<file path="src/rtl/joe_motion_pkg.sv">
// Shared constants and types for Joe's motion controller, hit-test and color mapper.
// Screen geometry, sprite box, key codes and the motion state enum live here.
package joe_pkg;

  localparam int SCREEN_W   = 640;
  localparam int SCREEN_H   = 480;
  localparam int HALF_W     = 42;
  localparam int HALF_H     = 46;
  localparam int GROUND_Y   = SCREEN_H - 1 - HALF_H;
  localparam int WALK_V     = 3;
  localparam int JUMP_V     = 12;
  localparam int MAX_FALL_V = 12;
  localparam int SPAWN_X    = 320;

  localparam logic [7:0] KEY_A = 8'h04;
  localparam logic [7:0] KEY_D = 8'h07;
  localparam logic [7:0] KEY_W = 8'h1A;

  // Signed 11-bit views of the clamp window so position math never wraps.
  localparam logic signed [10:0] X_LO      = 11'(HALF_W);
  localparam logic signed [10:0] X_HI      = 11'(SCREEN_W - 1 - HALF_W);
  localparam logic signed [10:0] Y_LO      = 11'(HALF_H);
  localparam logic signed [10:0] Y_HI      = 11'(GROUND_Y);
  localparam logic signed [10:0] WALK_STEP = 11'(WALK_V);

  localparam logic signed [5:0] JUMP_VY     = 6'(JUMP_V);
  localparam logic signed [5:0] FALL_VY_MAX = 6'(MAX_FALL_V);

  localparam logic [9:0] SPAWN_X_U  = 10'(SPAWN_X);
  localparam logic [9:0] GROUND_Y_U = 10'(GROUND_Y);
  localparam logic [9:0] HALF_H_U   = 10'(HALF_H);

  typedef enum logic [1:0] {
    IDLE = 2'd0,
    WALK = 2'd1,
    JUMP = 2'd2,
    FALL = 2'd3
  } joe_state_t;

  function automatic logic key_hit(input logic [7:0] k0, input logic [7:0] k1,
                                   input logic [7:0] key);
    return (k0 == key) || (k1 == key);
  endfunction

  function automatic logic signed [10:0] clamp_s(input logic signed [10:0] v,
                                                 input logic signed [10:0] lo,
                                                 input logic signed [10:0] hi);
    if (v < lo) begin
      return lo;
    end else if (v > hi) begin
      return hi;
    end else begin
      return v;
    end
  endfunction

endpackage

</file>
<file path="src/rtl/joe_motion_if.sv">
// Keyboard/vsync inputs and sprite position outputs of Joe's motion controller.
// master = keyboard/VGA side driving keys and vs; slave = the motion controller.
interface joe_motion_if;
  logic       vs;
  logic [7:0] keycode0;
  logic [7:0] keycode1;
  logic [9:0] centerx;
  logic [9:0] centery;
  logic       facing_left;
  logic       airborne;
  logic       frame_tick;

  modport master (
    output vs, keycode0, keycode1,
    input  centerx, centery, facing_left, airborne, frame_tick
  );

  modport slave (
    input  vs, keycode0, keycode1,
    output centerx, centery, facing_left, airborne, frame_tick
  );
endinterface

</file>
<file path="src/rtl/joe_motion_vs_edge_detect.sv">
// Rising-edge detector on VGA vsync; frame_tick marks the one Clk per frame
// on which Joe's motion state advances.
module vs_edge_detect (
  input  logic Clk,
  input  logic Reset,
  input  logic vs,
  output logic frame_tick
);

  logic vs_q_r;

  // Delay vsync by one clock for edge comparison.
  always_ff @(posedge Clk) begin
    if (Reset) begin
      vs_q_r <= 1'b0;
    end else begin
      vs_q_r <= vs;
    end
  end

  assign frame_tick = vs & ~vs_q_r;

endmodule

</file>
<file path="src/rtl/joe_motion.sv">
// Frame-rate sprite motion for Joe: walk, jump, gravity and edge clamping.
// Optional mid-air second jump is enabled by defining DOUBLE_JUMP_EN.
module joe_motion
  import joe_pkg::*;
(
  input  logic       Clk,
  input  logic       Reset,
  joe_motion_if.slave bus
);

  logic              frame_tick_s;
  logic [9:0]        x_r, x_nxt_s;
  logic [9:0]        y_r, y_nxt_s;
  logic signed [5:0] vy_r, vy_nxt_s;
  joe_state_t        state_r, state_nxt_s;
  logic              face_r, face_nxt_s;
  logic              air_r, air_nxt_s;
  logic              w_prev_r;

  logic              left_s, right_s, w_s;
  logic              jump_edge_s, start_jump_s;
  logic signed [10:0] dx_s;
  logic signed [10:0] sum_y_s;
  logic signed [5:0]  vy_use_s, vy_inc_s;
  joe_state_t         eff_state_s, ground_state_s;

`ifdef DOUBLE_JUMP_EN
  logic dj_used_r, dj_nxt_s;
`endif

  vs_edge_detect u_vs_edge (
    .Clk        (Clk),
    .Reset      (Reset),
    .vs         (bus.vs),
    .frame_tick (frame_tick_s)
  );

  // Next-frame motion: key decode, horizontal step, vertical physics and clamps.
  always_comb begin
    left_s  = key_hit(bus.keycode0, bus.keycode1, KEY_A);
    right_s = key_hit(bus.keycode0, bus.keycode1, KEY_D);
    w_s     = key_hit(bus.keycode0, bus.keycode1, KEY_W);

    dx_s       = 11'sd0;
    face_nxt_s = face_r;
    if (left_s && !right_s) begin
      dx_s       = -WALK_STEP;
      face_nxt_s = 1'b1;
    end else if (right_s && !left_s) begin
      dx_s       = WALK_STEP;
      face_nxt_s = 1'b0;
    end else begin
      dx_s       = 11'sd0;
    end
    x_nxt_s = 10'(clamp_s($signed({1'b0, x_r}) + dx_s, X_LO, X_HI));

    jump_edge_s    = w_s & ~w_prev_r;
    ground_state_s = (dx_s != 11'sd0) ? WALK : IDLE;

    case (state_r)
      IDLE, WALK: start_jump_s = jump_edge_s;
`ifdef DOUBLE_JUMP_EN
      JUMP, FALL: start_jump_s = jump_edge_s & ~dj_used_r;
`else
      JUMP, FALL: start_jump_s = 1'b0;
`endif
      default:    start_jump_s = 1'b0;
    endcase

    // A jump applies its launch speed on the very tick it starts.
    vy_use_s    = start_jump_s ? -JUMP_VY : vy_r;
    eff_state_s = start_jump_s ? JUMP : state_r;
    sum_y_s     = $signed({1'b0, y_r}) + $signed({{5{vy_use_s[5]}}, vy_use_s});
    vy_inc_s    = vy_use_s + 6'sd1;

    state_nxt_s = state_r;
    y_nxt_s     = y_r;
    vy_nxt_s    = vy_r;
`ifdef DOUBLE_JUMP_EN
    dj_nxt_s    = dj_used_r;
    if (start_jump_s && (state_r == JUMP || state_r == FALL)) begin
      dj_nxt_s = 1'b1;
    end else begin
      dj_nxt_s = dj_used_r;
    end
`endif

    case (eff_state_s)
      IDLE, WALK: begin
        state_nxt_s = ground_state_s;
        vy_nxt_s    = 6'sd0;
        y_nxt_s     = y_r;
      end
      JUMP, FALL: begin
        if (sum_y_s < Y_LO) begin
          y_nxt_s     = HALF_H_U;
          vy_nxt_s    = 6'sd0;
          state_nxt_s = FALL;
        end else if (eff_state_s == FALL && sum_y_s >= Y_HI) begin
          y_nxt_s     = GROUND_Y_U;
          vy_nxt_s    = 6'sd0;
          state_nxt_s = ground_state_s;
`ifdef DOUBLE_JUMP_EN
          dj_nxt_s    = 1'b0;
`endif
        end else begin
          y_nxt_s = sum_y_s[9:0];
          if (eff_state_s == JUMP) begin
            vy_nxt_s    = vy_inc_s;
            state_nxt_s = vy_inc_s[5] ? JUMP : FALL;
          end else begin
            vy_nxt_s    = (vy_inc_s > FALL_VY_MAX) ? FALL_VY_MAX : vy_inc_s;
            state_nxt_s = FALL;
          end
        end
      end
      default: begin
        state_nxt_s = IDLE;
        vy_nxt_s    = 6'sd0;
        y_nxt_s     = GROUND_Y_U;
      end
    endcase

    air_nxt_s = (state_nxt_s == JUMP) || (state_nxt_s == FALL);
  end

  // Motion registers advance once per frame tick; Reset restores spawn.
  always_ff @(posedge Clk) begin
    if (Reset) begin
      x_r      <= SPAWN_X_U;
      y_r      <= GROUND_Y_U;
      vy_r     <= 6'sd0;
      state_r  <= IDLE;
      face_r   <= 1'b0;
      air_r    <= 1'b0;
      w_prev_r <= 1'b0;
`ifdef DOUBLE_JUMP_EN
      dj_used_r <= 1'b0;
`endif
    end else if (frame_tick_s) begin
      x_r      <= x_nxt_s;
      y_r      <= y_nxt_s;
      vy_r     <= vy_nxt_s;
      state_r  <= state_nxt_s;
      face_r   <= face_nxt_s;
      air_r    <= air_nxt_s;
      w_prev_r <= w_s;
`ifdef DOUBLE_JUMP_EN
      dj_used_r <= dj_nxt_s;
`endif
    end
  end

  assign bus.centerx     = x_r;
  assign bus.centery     = y_r;
  assign bus.facing_left = face_r;
  assign bus.airborne    = air_r;
  assign bus.frame_tick  = frame_tick_s;

endmodule

</file>
<file path="src/flat_wrapper.sv">
// flat-port wrapper written by rule: the top's interface ports become plain ports
module joe_motion_flat import joe_pkg::*;
  (Clk, Reset, bus_vs, bus_keycode0, bus_keycode1, bus_centerx, bus_centery, bus_facing_left, bus_airborne, bus_frame_tick);
  joe_motion_if bus_i ();
  input  logic Clk;
  input  logic Reset;
  input wire logic [$bits(bus_i.vs)-1:0] bus_vs;
  input wire logic [$bits(bus_i.keycode0)-1:0] bus_keycode0;
  input wire logic [$bits(bus_i.keycode1)-1:0] bus_keycode1;
  output wire logic [$bits(bus_i.centerx)-1:0] bus_centerx;
  output wire logic [$bits(bus_i.centery)-1:0] bus_centery;
  output wire logic [$bits(bus_i.facing_left)-1:0] bus_facing_left;
  output wire logic [$bits(bus_i.airborne)-1:0] bus_airborne;
  output wire logic [$bits(bus_i.frame_tick)-1:0] bus_frame_tick;
  assign bus_i.vs = bus_vs;
  assign bus_i.keycode0 = bus_keycode0;
  assign bus_i.keycode1 = bus_keycode1;
  assign bus_centerx = bus_i.centerx;
  assign bus_centery = bus_i.centery;
  assign bus_facing_left = bus_i.facing_left;
  assign bus_airborne = bus_i.airborne;
  assign bus_frame_tick = bus_i.frame_tick;
  joe_motion u_core (.Clk(Clk), .Reset(Reset), .bus(bus_i));
endmodule
</file>
<file path="config.mk">
export PLATFORM = sky130hd
export DESIGN_NAME = joe_motion_flat
export DESIGN_NICKNAME = d
export VERILOG_FILES = /design/src/rtl/joe_motion_pkg.sv /design/src/rtl/joe_motion_if.sv /design/src/rtl/joe_motion_vs_edge_detect.sv /design/src/rtl/joe_motion.sv /design/src/flat_wrapper.sv
export SDC_FILE = /design/constraint.sdc
export NUM_CORES = 1
export LEC_CHECK = 0
export BUFFER_PORTS_ARGS = -buffer_cell sky130_fd_sc_hd__buf_2
export CAP_MARGIN = 40
export CORE_ASPECT_RATIO = 1.75
export CORE_MARGIN = 2
export CORE_UTILIZATION = 45
export CTS_CLUSTER_DIAMETER = 200
export DETAILED_ROUTE_END_ITERATION = 8
export GPL_TIMING_DRIVEN = 0
export PLACE_DENSITY = 0.65
export REMOVE_ABC_BUFFERS = 1
export SLEW_MARGIN = 20
export SYNTH_ARGS = -nofsm -noshare
export SYNTH_HDL_FRONTEND = slang
export SYNTH_HIERARCHICAL = 1
export SYNTH_SLANG_ARGS = --single-unit
</file>
<file path="constraint.sdc">
create_clock -name Clk -period 8.7 [get_ports Clk]
set_input_delay 0.435 -clock Clk [delete_from_list [all_inputs] [get_ports Clk]]
set_output_delay 0.435 -clock Clk [all_outputs]
set_load 0.03 [all_outputs]
</file>
After elaboration in Yosys (flattened, before gate mapping)
Index checks and enable logic that the tools add are counted.

word-level totals
  flip-flop bits (word level) = 32
  logic and storage cells = 77
  memories = 0
  bits in read-only memories = 0
  bits in writable memories = 0
  bits of input ports = 19
  bits in latches = 0

operators by class
  div/mod/pow operators = 0
  order comparisons = 5
  shift-type cells = 0
  eq/ne operators = 14
  reduce and logical (&&, ||, !) cells = 19
  multiply operators = 0
  bitwise logic cells = 5
  mux-type cells = 23
  add/subtract/negate cells = 3

operators by type and width
  operator              number
  $mux 10               5
  $eq 8x3->1 const B    4
  $mux 6                5
  $lt 11x7->1 const B   2
  $eq 8x5->1 const B    2
  $eq 2x2->1 const B    6
  $pmux 6 s2            1
  $add 11x11->11        1
  $add 11x6->11         1
  $ge 11x10->1 const B  1
  $gt 11x11->1 const B  1
  $mux 11               1
  $reduce_bool 11->1    1
  $mux 2                5
  $reduce_or 2->1       4
  $add 6x2->6 const B   1
  $gt 6x5->1 const B    1
  $eq 2x1->1 const B    2
  $logic_not 2->1       2
  $logic_or 1x1->1      4
  $mux 1                4
  $pmux 2 s2            1
  $reduce_and 2->1      2
  $logic_and 1x1->1     3
  other kinds (5)       9

Depth between registers and ports, before layout
Gate-level depths: netlist of the first run.

  depth after elaboration = 13
  mapped depth = 16

Modules after synthesis
The synthesis of the first run kept the hierarchy.

modules (own cells, without submodules)
  module          cells each  sequential area each (µm²)  times used  area each (µm²)
  joe_motion      352         620.6                       1           2841.5
  vs_edge_detect  3           20.0                        1           47.5

Worst setup path after synthesis of the first run
OpenSTA, ideal clock, no wires.

  path type = in2reg
  from = in bus_keycode1[5]
  to = reg u_core.vy_r[3]
  slack = 4.010 ns
  data required time = 8.577 ns
  arrival = 4.568 ns
  stages = 15
  cells stage by stage = or3_1 > or4_4 > a211oi_2 > buf_4 > nand2b_1 > inv_1 > ha_1 > fa_1 > a211oi_1 > o21ai_0 > a221o_1 > or2_2 > o311ai_4 > a2111oi_4 > a221o_2

between the ends
  cells in the longest elaborated chain, start to end = 12

RTL lines
  item                                                                   RTL line              RTL
  start: declaration                                                     flat_wrapper.sv:9     input wire logic [$bits(bus_i.keycode1)-1:0] bus_keycode1;
  $eq 8x5->1 (*)                                                         joe_motion_pkg.sv:42  return (k0 == key) || (k1 == key);
  $logic_or 1x1->1 (*)                                                   joe_motion_pkg.sv:42
  $and 1x1->1 (*)                                                        joe_motion.sv:57      jump_edge_s = w_s & ~w_prev_r;
  $pmux 1 s2 (*)                                                         joe_motion.sv:60      case (state_r)
  parallel branches: the longest is 7 deep, another holds $add 11x6->11  --
  $pmux 6 s2 (*)                                                         joe_motion.sv:88      case (eff_state_s)
  end signal: assignment                                                 joe_motion.sv:143     vy_r <= vy_nxt_s;
  end: declaration                                                       joe_motion.sv:14      logic signed [5:0] vy_r, vy_nxt_s;

Every way passes the cells marked *.
A chain may end at the register's enable or synchronous reset.

Final worst setup path of the first run
Same ends and word-level chain as after synthesis.

==> results.sh, run 1 <==
export IMPL_finalInstanceArea_mm2=0.00324
export IMPL_critPathRequiredTime_ns=8.86
export IMPL_p_clk_share_pct=36.9
export IMPL_grt_usage_pct=22.8
export IMPL_yosysWarnings=6
export IMPL_yosys_top_cells_count="dfxtp_1, a21oi_1, nor2_1, ha_1, nand2_1"
export IMPL_cp_arrival_ns=5.49
export IMPL_nNetsFinal=438
export IMPL_yosys_register_bits=32
export IMPL_seq_area_frac_synth_pct=22.2
export IMPL_postRouteAntennaNets=0
export IMPL_crit_path_end_kind="register"
export IMPL_clk_latency_ns=0.28
export IMPL_postCtsHoldBufs=0
export IMPL_drv_slew=0
export IMPL_dpl_hpwl_mm=5.97
export IMPL_syn_area_mm2=0.00289
export IMPL_critical_path_max_stage_delay_ns=0.65
export IMPL_drt_pass1_iter_count=4
export IMPL_setup_viol=0
export IMPL_num_rows=38
export IMPL_n_antenna_cell=0
export IMPL_die_area_mm2=0.00710
export IMPL_cp_slowest_cell="a211oi_2"
export IMPL_hold_path_class="in -> reg"
export IMPL_vias=2825
export IMPL_p_leak_uw=0.00129
export IMPL_hold_ws_ns=0.391
export IMPL_grt_pass1_wl_mm=12.9
export IMPL_cts_root_buf="clkbuf_8"
export IMPL_syn_inst=355
export IMPL_worstSetupPathType="in -> reg"
export IMPL_fin_setup_tns_ns=0
export IMPL_num_fill_cells=626
export IMPL_p_comb_share_pct=15.8
export IMPL_critical_path_depth=15
export IMPL_wl_per_cell_um=15.9
export IMPL_vias_per_cell=5.97
export IMPL_ff_latch_area_um2=641
export IMPL_cell_internal_pwr_uw=232
export IMPL_power_density_mw_per_mm2=99.6
export IMPL_finalCritPeriodShare_pct=61.3
export IMPL_max_cap_viol_count=0
export IMPL_cts_buffers_inserted=5
export IMPL_path_clk_slew_ns=0.07
export IMPL_drt_total_wl_mm=7.51
export IMPL_fin_worst_skew_ns=0.00873
export IMPL_drive_gt1_share_pct=19.8
export IMPL_final_core_util_pct=52.0
export IMPL_p_sw_uw=90.4
export IMPL_crit_fanout=13
export IMPL_cts_sinks=32
export IMPL_ys_types=73
export IMPL_syn_to_final_growth_pct=12.2
export IMPL_finalWeightedCongestion=0.873
export IMPL_antenna_found_initial=0
export IMPL_status="complete, no violations"
export IMPL_r2r_cells=12
export IMPL_cp_start_kind="input port"
export IMPL_htreeDepth=2
export IMPL_syn_avg_cell_area_um2=8.14
export IMPL_rsz0062_at_grt="no"
export IMPL_drc=0
export IMPL_synth_top_area_share_pct=22.2
export IMPL_multi_input_area_mm2=0.00213
export IMPL_power_frac_seq_pct=47.3
export IMPL_cts_resized_gates=0
export IMPL_placed_area_mm2=0.00314
export IMPL_hold_viol=0
export IMPL_start_util_pct=46.4
export IMPL_ios=42
export IMPL_max_slew_margin_pct=43.7
export IMPL_grt_max_degree=30
export IMPL_critPathBufInv=2
export IMPL_die_x_um=64.6
export IMPL_die_height_um=110
export IMPL_grt_pass1_vias=2852
export IMPL_worst_pin_slew_ns=0.839
export IMPL_async_reset_ff_share_pct=0
export IMPL_yosys_area_top_type="dfxtp_1"
export IMPL_drt_iter0_markers=121
export IMPL_dp_cells=464
export IMPL_core_mm2=0.00623
export IMPL_crit_chain="buf_2, or3_1, or4_4, a211oi_2, nand2b_1, inv_1, ha_1, fa_1, a211oi_1, o21ai_0, a221o_1, or2_2, o311ai_4, a2111oi_4, a221o_2"
export IMPL_fmax_mhz=188
export IMPL_synth_most_common_cell="dfxtp_1"
export IMPL_synthTopCellsByArea="dfxtp_1, ha_1, a21oi_1"
export IMPL_cts_path_max_buffers=2
export IMPL_synth_edf_count=0
export IMPL_holdPathStages=2
export IMPL_switching_share_pct=28.0
export IMPL_cts_setup_buffers=0
export IMPL_layout_cells_non_filler=473
export IMPL_grt_overflow=0
export IMPL_crit_family="compound AO/OA/AOI/OAI gates"
export IMPL_cts_tree="built"
export IMPL_synthFlopType="dfxtp_1"
export IMPL_io_buffer_count=41
export IMPL_fin_crit_ns=5.33
export IMPL_ir_worst_vdd_v=0.0000635
==> sequential cells by signal, summed over array words and instances (netlist names) <==
name,count
u_core/bus.centerx,10
u_core/bus.centery,10
u_core/state_r,2
u_core/bus.airborne,1
u_core/vy_r,6
u_core/u_vs_edge/vs_q_r,1
u_core/w_prev_r,1
u_core/bus.facing_left,1
==> stage by stage <==
step / setup slack (ns) / power [uW]
after floorplan: 3.92 / 190
after global placement: 3.17 / 206
after detailed placement: 3.13 / 207
after CTS: 3.41 / 325
after global routing: 3.02 / 339
final: 3.37 / 323
==> final cells by class <==
cell class	instances	share of cell area, %
Clock inverter	2	0.309
Timing Repair Buffer	42	6.48
Inverter	17	1.97
Tap cell	80	3.09
Multi-Input combinational cell	294	65.8
Clock buffer	6	2.55
Sequential cell	32	19.8
==> cell families (layout without fill, tap and decap cells) <==
| group | after synthesis | after routing | synth area share, % |
|---|---|---|---|
| AOI/OAI and AO/OA | 128 | 128 | 33.5 |
| and+or+nand+nor | 124 | 124 | 23.6 |
| DFF | 32 | 32 | 22.2 |
| buffers and inverters | 29 | 67 | 3.94 |
| adders and majority gates | 27 | 27 | 12.2 |
| xor gates and xnor gates | 15 | 15 | 4.55 |
==> final timing paths <==
kind | slack [ns] | startpoint | end
hold / removal | 0.39 | bus_vs | u_core/u_vs_edge/vs_q_r
hold reg to reg | 0.48 | u_core/bus.airborne | u_core/bus.airborne
setup reg to reg | 4.17 | u_core/state_r[1] | u_core/vy_r[3]
setup / recovery | 3.37 | bus_keycode1[5] | u_core/vy_r[3]
==> power groups by stage <==
stage / clock network [uW] / logic (uW) / registers, uW
6_report: 119 / 51.1 / 153
5_1_grt: 129 / 56.6 / 153
4_1_cts: 122 / 50.8 / 153
3_5_place_dp: 0 / 50.7 / 156
3_3_place_gp: 0 / 50.2 / 156
2_1_floorplan: 0 / 29.2 / 160
==> cells in the final DEF, fill, tap and decap left out, types with 4 or more instances in the layout <==
cell,instances
o21bai_1,5
nor3_1,6
and2_1,5
ha_1,25
dfxtp_1,32
nand2_1,23
a221oi_1,5
clkbuf_8,6
buf_2,41
nor2b_1,6
a32o_1,4
o2111ai_1,4
o21ai_0,22
a211oi_1,9
xor2_1,5
xnor2_1,10
a31oi_1,5
nor2_1,28
a21oi_1,28
nand2b_1,8
or2_2,10
nand3_1,9
or3_1,6
inv_1,17
==> metal layers <==
layer  vias up  track usage [%]  share of wire, %
met2        31             47.2                58
met3        10             2.64               1.2
met1      1348             22.4                39
met5         -                0                 0
li1       1436                -                 -
met4         0             8.36               2.3
No activity file was read; power rests on OpenSTA's default activity.
==> inputs of run 2 (changes only) <==
--- a/config.mk
+++ b/config.mk
@@ -13,7 +13,7 @@
 export CTS_CLUSTER_DIAMETER = 200
 export DETAILED_ROUTE_END_ITERATION = 8
 export GPL_TIMING_DRIVEN = 0
-export PLACE_DENSITY = 0.65
+export PLACE_DENSITY = 0.68
 export REMOVE_ABC_BUFFERS = 1
 export SLEW_MARGIN = 20
 export SYNTH_ARGS = -nofsm -noshare
==> constraint.sdc (replaced) <==
create_clock -name Clk -period 4.6 [get_ports Clk]
set_input_delay 0.23 -clock Clk [delete_from_list [all_inputs] [get_ports Clk]]
set_output_delay 0.23 -clock Clk [all_outputs]
set_load 0.03 [all_outputs]
==> run 2 against run 1 <==
Net effect:
- non-clock buffer count is 7 higher
- die area did not move
- largest cell class unchanged
- final area increased by 2.5%
- power rose by 85%
- sequential power increased by 89%
- critical path depth grew 1
==> results.sh, run 2 (same netlist as run 1, synthesis figures left out) <==
export IMPL_postRouteAntennaNets=0
export IMPL_num_rows=38
export IMPL_p_comb_share_pct=16.4
export IMPL_r2r_start="u_core/state_r[1]"
export IMPL_fmax_mhz=225
export IMPL_drt_total_wl_mm=7.95
export IMPL_cts_path_max_buffers=2
export IMPL_grt_pass1_wl_mm=13.0
export IMPL_crit_path_end_kind="register"
export IMPL_layout_commonest_cell="buf_2"
export IMPL_p_clk_share_pct=35.3
export IMPL_cts_root_buf="clkbuf_8"
export IMPL_layout_common_cells="buf_2, dfxtp_1, nor2_1, a21oi_1, ha_1"
export IMPL_drt_iter0_markers=142
export IMPL_num_fill_cells=614
export IMPL_rrSetupSlack_ns=0.62
export IMPL_drive_gt1_share_pct=22.3
export IMPL_status="complete, no violations"
export IMPL_p_leak_uw=0.00132
export IMPL_p_sw_uw=175
export IMPL_die_area_mm2=0.00710
export IMPL_antenna_found_initial=0
export IMPL_crit_fanout=8
export IMPL_syn_to_final_growth_pct=15.0
export IMPL_finalCritPeriodShare_pct=96.7
export IMPL_max_cap_viol_count=0
export IMPL_ios=42
export IMPL_cts_buffers_inserted=5
export IMPL_grt_usage_pct=23.3
export IMPL_nNetsFinal=445
export IMPL_holdPathStages=2
export IMPL_hold_viol=0
export IMPL_max_slew_margin_pct=53.4
export IMPL_cp_arrival_ns=4.63
export IMPL_fin_worst_skew_ns=0.00845
export IMPL_hold_path_class="in -> reg"
export IMPL_setup_ws_ns=0.151
export IMPL_grt_overflow=0
export IMPL_r2r_cells=13
export IMPL_wl_per_cell_um=16.6
export IMPL_cts_tree="built"
export IMPL_reg2reg_to="u_core/vy_r[3]"
export IMPL_power_density_mw_per_mm2=180
export IMPL_cell_internal_pwr_uw=423
export IMPL_die_x_um=64.6
export IMPL_holdPathEnd="u_core/u_vs_edge/vs_q_r"
export IMPL_fin_crit_ns=4.45
export IMPL_path_clk_slew_ns=0.07
export IMPL_io_buffer_count=41
export IMPL_core_mm2=0.00623
export IMPL_worstSetupPathType="in -> reg"
export IMPL_critPathRequiredTime_ns=4.78
export IMPL_grt_max_degree=30
export IMPL_setup_viol=0
export IMPL_grt_pass1_vias=2832
export IMPL_hold_start="bus_vs"
export IMPL_drc=0
export IMPL_clk_latency_ns=0.29
export IMPL_vias=2914
export IMPL_drv_slew=0
export IMPL_cp_start_kind="input port"
export IMPL_pre_cts_ws_ns=-0.777
export IMPL_vias_per_cell=6.08
export IMPL_placed_area_mm2=0.00314
export IMPL_ir_worst_vdd_v=0.0000930
export IMPL_cts_sinks=32
export IMPL_htreeDepth=2
export IMPL_postCtsHoldBufs=0
export IMPL_finalInstanceArea_mm2=0.00332
export IMPL_worst_pin_slew_ns=0.690
export IMPL_n_antenna_cell=0
export IMPL_start_util_pct=46.4
export IMPL_switching_share_pct=29.3
export IMPL_finalWeightedCongestion=0.846
export IMPL_power_frac_seq_pct=48.3
export IMPL_dpl_hpwl_mm=6.06
export IMPL_drt_pass1_iter_count=4
export IMPL_die_height_um=110
-- run 2: worst max-delay path by stage --
stage	to	slack [ns]	cells past startpoint	startpoint
floorplan	u_core/vy_r[3]	0.03	14	bus_keycode1[5]
finish	u_core/vy_r[3]	0.15	16	bus_keycode1[5]
global placement	u_core/vy_r[3]	-0.69	15	bus_keycode1[5]
detailed placement	u_core/vy_r[3]	-0.78	15	bus_keycode1[5]
global route	u_core/vy_r[3]	-0.02	16	bus_keycode1[5]
CTS	u_core/vy_r[3]	0.03	15	bus_keycode1[5]
-- run 2: layout make-up --
class / instances / area, um2 / share of cell area (%)
repair buffers: 49 / 263 / 7.91
inverters: 17 / 63.8 / 1.92
clock buffers: 5 / 68.8 / 2.07
flip-flops and latches: 32 / 641 / 19.3
multi-input cells: 294 / 2170 / 65.4
well taps: 80 / 100 / 3.01
clock inverters: 2 / 12.5 / 0.377
-- run 2: layer usage --
layer  GRT usage (%)  vias up  wire length, um
met5               0        -                0
met3            2.03       13              187
met1            22.5     1396             2920
met2            47.6       57             4610
li1                -     1448                -
met4            12.2        0              229
-- run 2: metrics by stage --
stage | hold slack [ns] | total power [uW] | utilization [%] | setup TNS [ns] | instances
5_1_grt | 0.163 | 633 | 53.3 | -0.0230 | 479
3_3_place_gp | 0.459 | 389 | 50.5 | -13.80 | 464
2_1_floorplan | 0.294 | 359 | - | 0 | 343
4_1_cts | 0.169 | 604 | 52.4 | 0 | 473
6_report | 0.172 | 599 | 53.3 | 0 | 479
3_5_place_dp | 0.462 | 391 | 50.5 | -15.18 | 464
-- run 2: power by group through the flow --
stage                     registers [uW]  clock network (uW)  logic [uW]
after CTS                            289                 218        96.8
after global routing                 290                 234         109
final                                289                 211        98.1
after floorplan                      303                   0        55.3
after global placement               295                   0        93.8
after detailed placement             295                   0        95.7
-- run 2: worst max-delay path, stage by stage --
cell       delay (ns)
buf_2            0.09
or3_1            0.38
or4_4            0.56
a211oi_4         0.29
nand2b_1         0.17
inv_1            0.08
ha_1             0.24
fa_2             0.41
a211oi_4         0.28
o21ai_1          0.17
a221o_1          0.38
or2_2            0.32
o311ai_4         0.41
a2111oi_4        0.07
buf_4            0.20
a221o_2          0.32
-- run 2: repair_timing --
item                       in CTS  in global routing
gates resized for setup         4                  5
pin swaps                       1                  5
setup buffers                   2                  5
setup endpoints to repair      25                 21
==> inputs of run 3 (changes only) <==
--- a/config.mk
+++ b/config.mk
@@ -12,10 +12,11 @@
 export CORE_UTILIZATION = 45
 export CTS_CLUSTER_DIAMETER = 200
 export DETAILED_ROUTE_END_ITERATION = 8
+export GPL_ROUTABILITY_DRIVEN = 0
 export GPL_TIMING_DRIVEN = 0
-export PLACE_DENSITY = 0.68
+export PLACE_DENSITY = 0.65
 export REMOVE_ABC_BUFFERS = 1
-export SLEW_MARGIN = 20
+export SLEW_MARGIN = 30
 export SYNTH_ARGS = -nofsm -noshare
 export SYNTH_HDL_FRONTEND = slang
 export SYNTH_HIERARCHICAL = 1
==> constraint.sdc (replaced) <==
create_clock -name Clk -period 4.5 [get_ports Clk]
set_input_delay 0.225 -clock Clk [delete_from_list [all_inputs] [get_ports Clk]]
set_output_delay 0.225 -clock Clk [all_outputs]
set_load 0.03 [all_outputs]
==> run 3 against run 2 <==
Net effect:
- die area did not move
- final cell count rose by 0.63%
- combinational power rose by 4%
- sequential share of layout area fell by 0.38 points
- clock-buffer cell count rose by 1
- critical path type unchanged
- critical endpoint is now u_core/vy_r[1]
- largest cell class unchanged
==> results.sh, run 3 (same netlist as run 1, synthesis figures left out) <==
export IMPL_n_antenna_cell=0
export IMPL_cts_tree="built"
export IMPL_antenna_found_initial=0
export IMPL_path_clk_slew_ns=0.07
export IMPL_ios=42
export IMPL_hold_viol=0
export IMPL_crit_fanout=7
export IMPL_cts_buffers_inserted=5
export IMPL_critical_path_max_stage_delay_ns=0.56
export IMPL_fmax_mhz=228
export IMPL_placed_area_mm2=0.00314
export IMPL_crit_path_end_kind="register"
export IMPL_drt_total_wl_mm=7.78
export IMPL_cp_slowest_cell="or4_4"
export IMPL_drt_iter0_markers=125
export IMPL_drt_pass1_iter_count=4
export IMPL_layout_common_cells="buf_2, dfxtp_1, nor2_1"
export IMPL_drive_gt1_share_pct=24.6
export IMPL_vias_per_cell=5.97
export IMPL_clk_latency_ns=0.29
export IMPL_crit_chain="buf_2, or3_1, or4_4, a211oi_4, nand2b_4, inv_1, ha_2, fa_2, buf_4, xor2_1, or4b_1, a41o_1, a31o_4, a2111oi_4, buf_4, a32o_1"
export IMPL_fin_crit_ns=4.39
export IMPL_drv_slew=0
export IMPL_syn_to_final_growth_pct=17.3
export IMPL_io_buffer_count=41
export IMPL_power_density_mw_per_mm2=186
export IMPL_worstSetupPathType="in -> reg"
export IMPL_ir_worst_vdd_v=0.000121
export IMPL_die_height_um=110
export IMPL_crit_top_cell="buf_4"
export IMPL_postCtsHoldBufs=0
export IMPL_rsz0062_at_grt="yes"
export IMPL_max_cap_viol_count=0
export IMPL_fin_worst_skew_ns=0.00858
export IMPL_critPathRequiredTime_ns=4.73
export IMPL_drc=0
export IMPL_cp_arrival_ns=4.62
export IMPL_grt_usage_pct=23.2
export IMPL_finalCritPeriodShare_pct=97.5
export IMPL_status="complete, no violations"
export IMPL_grt_pass1_vias=2895
export IMPL_die_area_mm2=0.00710
export IMPL_setup_viol=0
export IMPL_htreeDepth=2
export IMPL_crit_family="simple AND/OR/NAND/NOR gates"
export IMPL_grt_max_degree=30
export IMPL_num_rows=38
export IMPL_grt_pass1_wl_mm=13.1
export IMPL_vias=2878
export IMPL_nNetsFinal=447
export IMPL_critPathBufInv=4
export IMPL_die_x_um=64.6
export IMPL_grt_overflow=0
export IMPL_finalInstanceArea_mm2=0.00339
export IMPL_cts_root_buf="clkbuf_8"
export IMPL_cp_start_kind="input port"
export IMPL_cts_sinks=32
export IMPL_hold_path_class="in -> reg"
export IMPL_worst_pin_slew_ns=0.600
export IMPL_postRouteAntennaNets=0
export IMPL_layout_commonest_cell="buf_2"
export IMPL_fin_setup_tns_ns=0
export IMPL_max_slew_margin_pct=60.0
export IMPL_cts_path_max_buffers=2
export IMPL_core_mm2=0.00623
export IMPL_p_leak_uw=0.00136
export IMPL_start_util_pct=46.4
export IMPL_dpl_hpwl_mm=5.97
export IMPL_wl_per_cell_um=16.1
[run 3: cell types whose count changed in the layout (fill, tap and decap cells not counted), sizes merged]
cell	delta
clkbuf	+2
buf	+1
clkinv	+1
clkinvlp	-1
[run 3: worst paths after layout]
path	startpoint	endpoint	slack, ns	cells past startpoint
max	bus_keycode1[5]	u_core/vy_r[1]	0.11	16
min	bus_vs	u_core/u_vs_edge/vs_q_r	0.17	2
max reg2reg	u_core/state_r[1]	u_core/vy_r[3]	0.70	13
min reg2reg	u_core/bus.airborne	u_core/bus.airborne	0.49	2
[run 3: area by class of cell]
| type | count | area [um2] |
|---|---|---|
| Clock buffer | 6 | 82.6 |
| Clock inverter | 2 | 10.0 |
| Fill cell | 614 | 2840 |
| Inverter | 17 | 63.8 |
| Multi-Input combinational cell | 294 | 2210 |
| Sequential cell | 32 | 641 |
| Tap cell | 80 | 100 |
| Timing Repair Buffer | 51 | 278 |
[run 3: timing repair]
action                                  4_1_cts  5_1_grt
pin swaps                                     4        6
buffers inserted                              4        5
resized for setup                             6       13
endpoints found under the setup margin       28       22
[run 3: metrics by stage]
stage	total power, uW	setup WS, ns	util, %	hold WS, ns	cells
floorplan	366	-0.0672	-	0.289	343
CTS	630	0.0176	52.8	0.178	476
global placement	398	-0.819	50.5	0.463	464
global route	658	-0.0546	54.4	0.187	482
detailed placement	400	-0.860	50.5	0.468	464
finish	631	0.113	54.4	0.172	482
[run 3: worst register-to-register path: cells and delay by family (launching register included)]
family | cells | cell delay (ns)
AOI/OAI and AO/OA | 7 | 1.68
buffers and inverters | 3 | 0.53
DFF | 1 | 0.52
and+or+nand+nor | 2 | 0.58
adders and majority gates | 1 | 0.38
[run 3: where the power goes]
group | total [uW] | leakage [uW] | switching (uW) | internal, uW
combinational | 102 | 0.00105 | 62.6 | 39.1
sequential | 295 | 0.000260 | 5.83 | 290
clock | 233 | 0.0000510 | 111 | 122
[run 3: per-layer routing]
layer | track usage [%] | routed length (um) | share of wire, % | vias up
met5 | 0 | 0 | 0 | -
met4 | 8.21 | 203 | 2.6 | 0
met3 | 2.54 | 136 | 1.7 | 15
met2 | 48.2 | 4500 | 58 | 43
met1 | 22.9 | 2940 | 38 | 1368
li1 | - | - | - | 1452
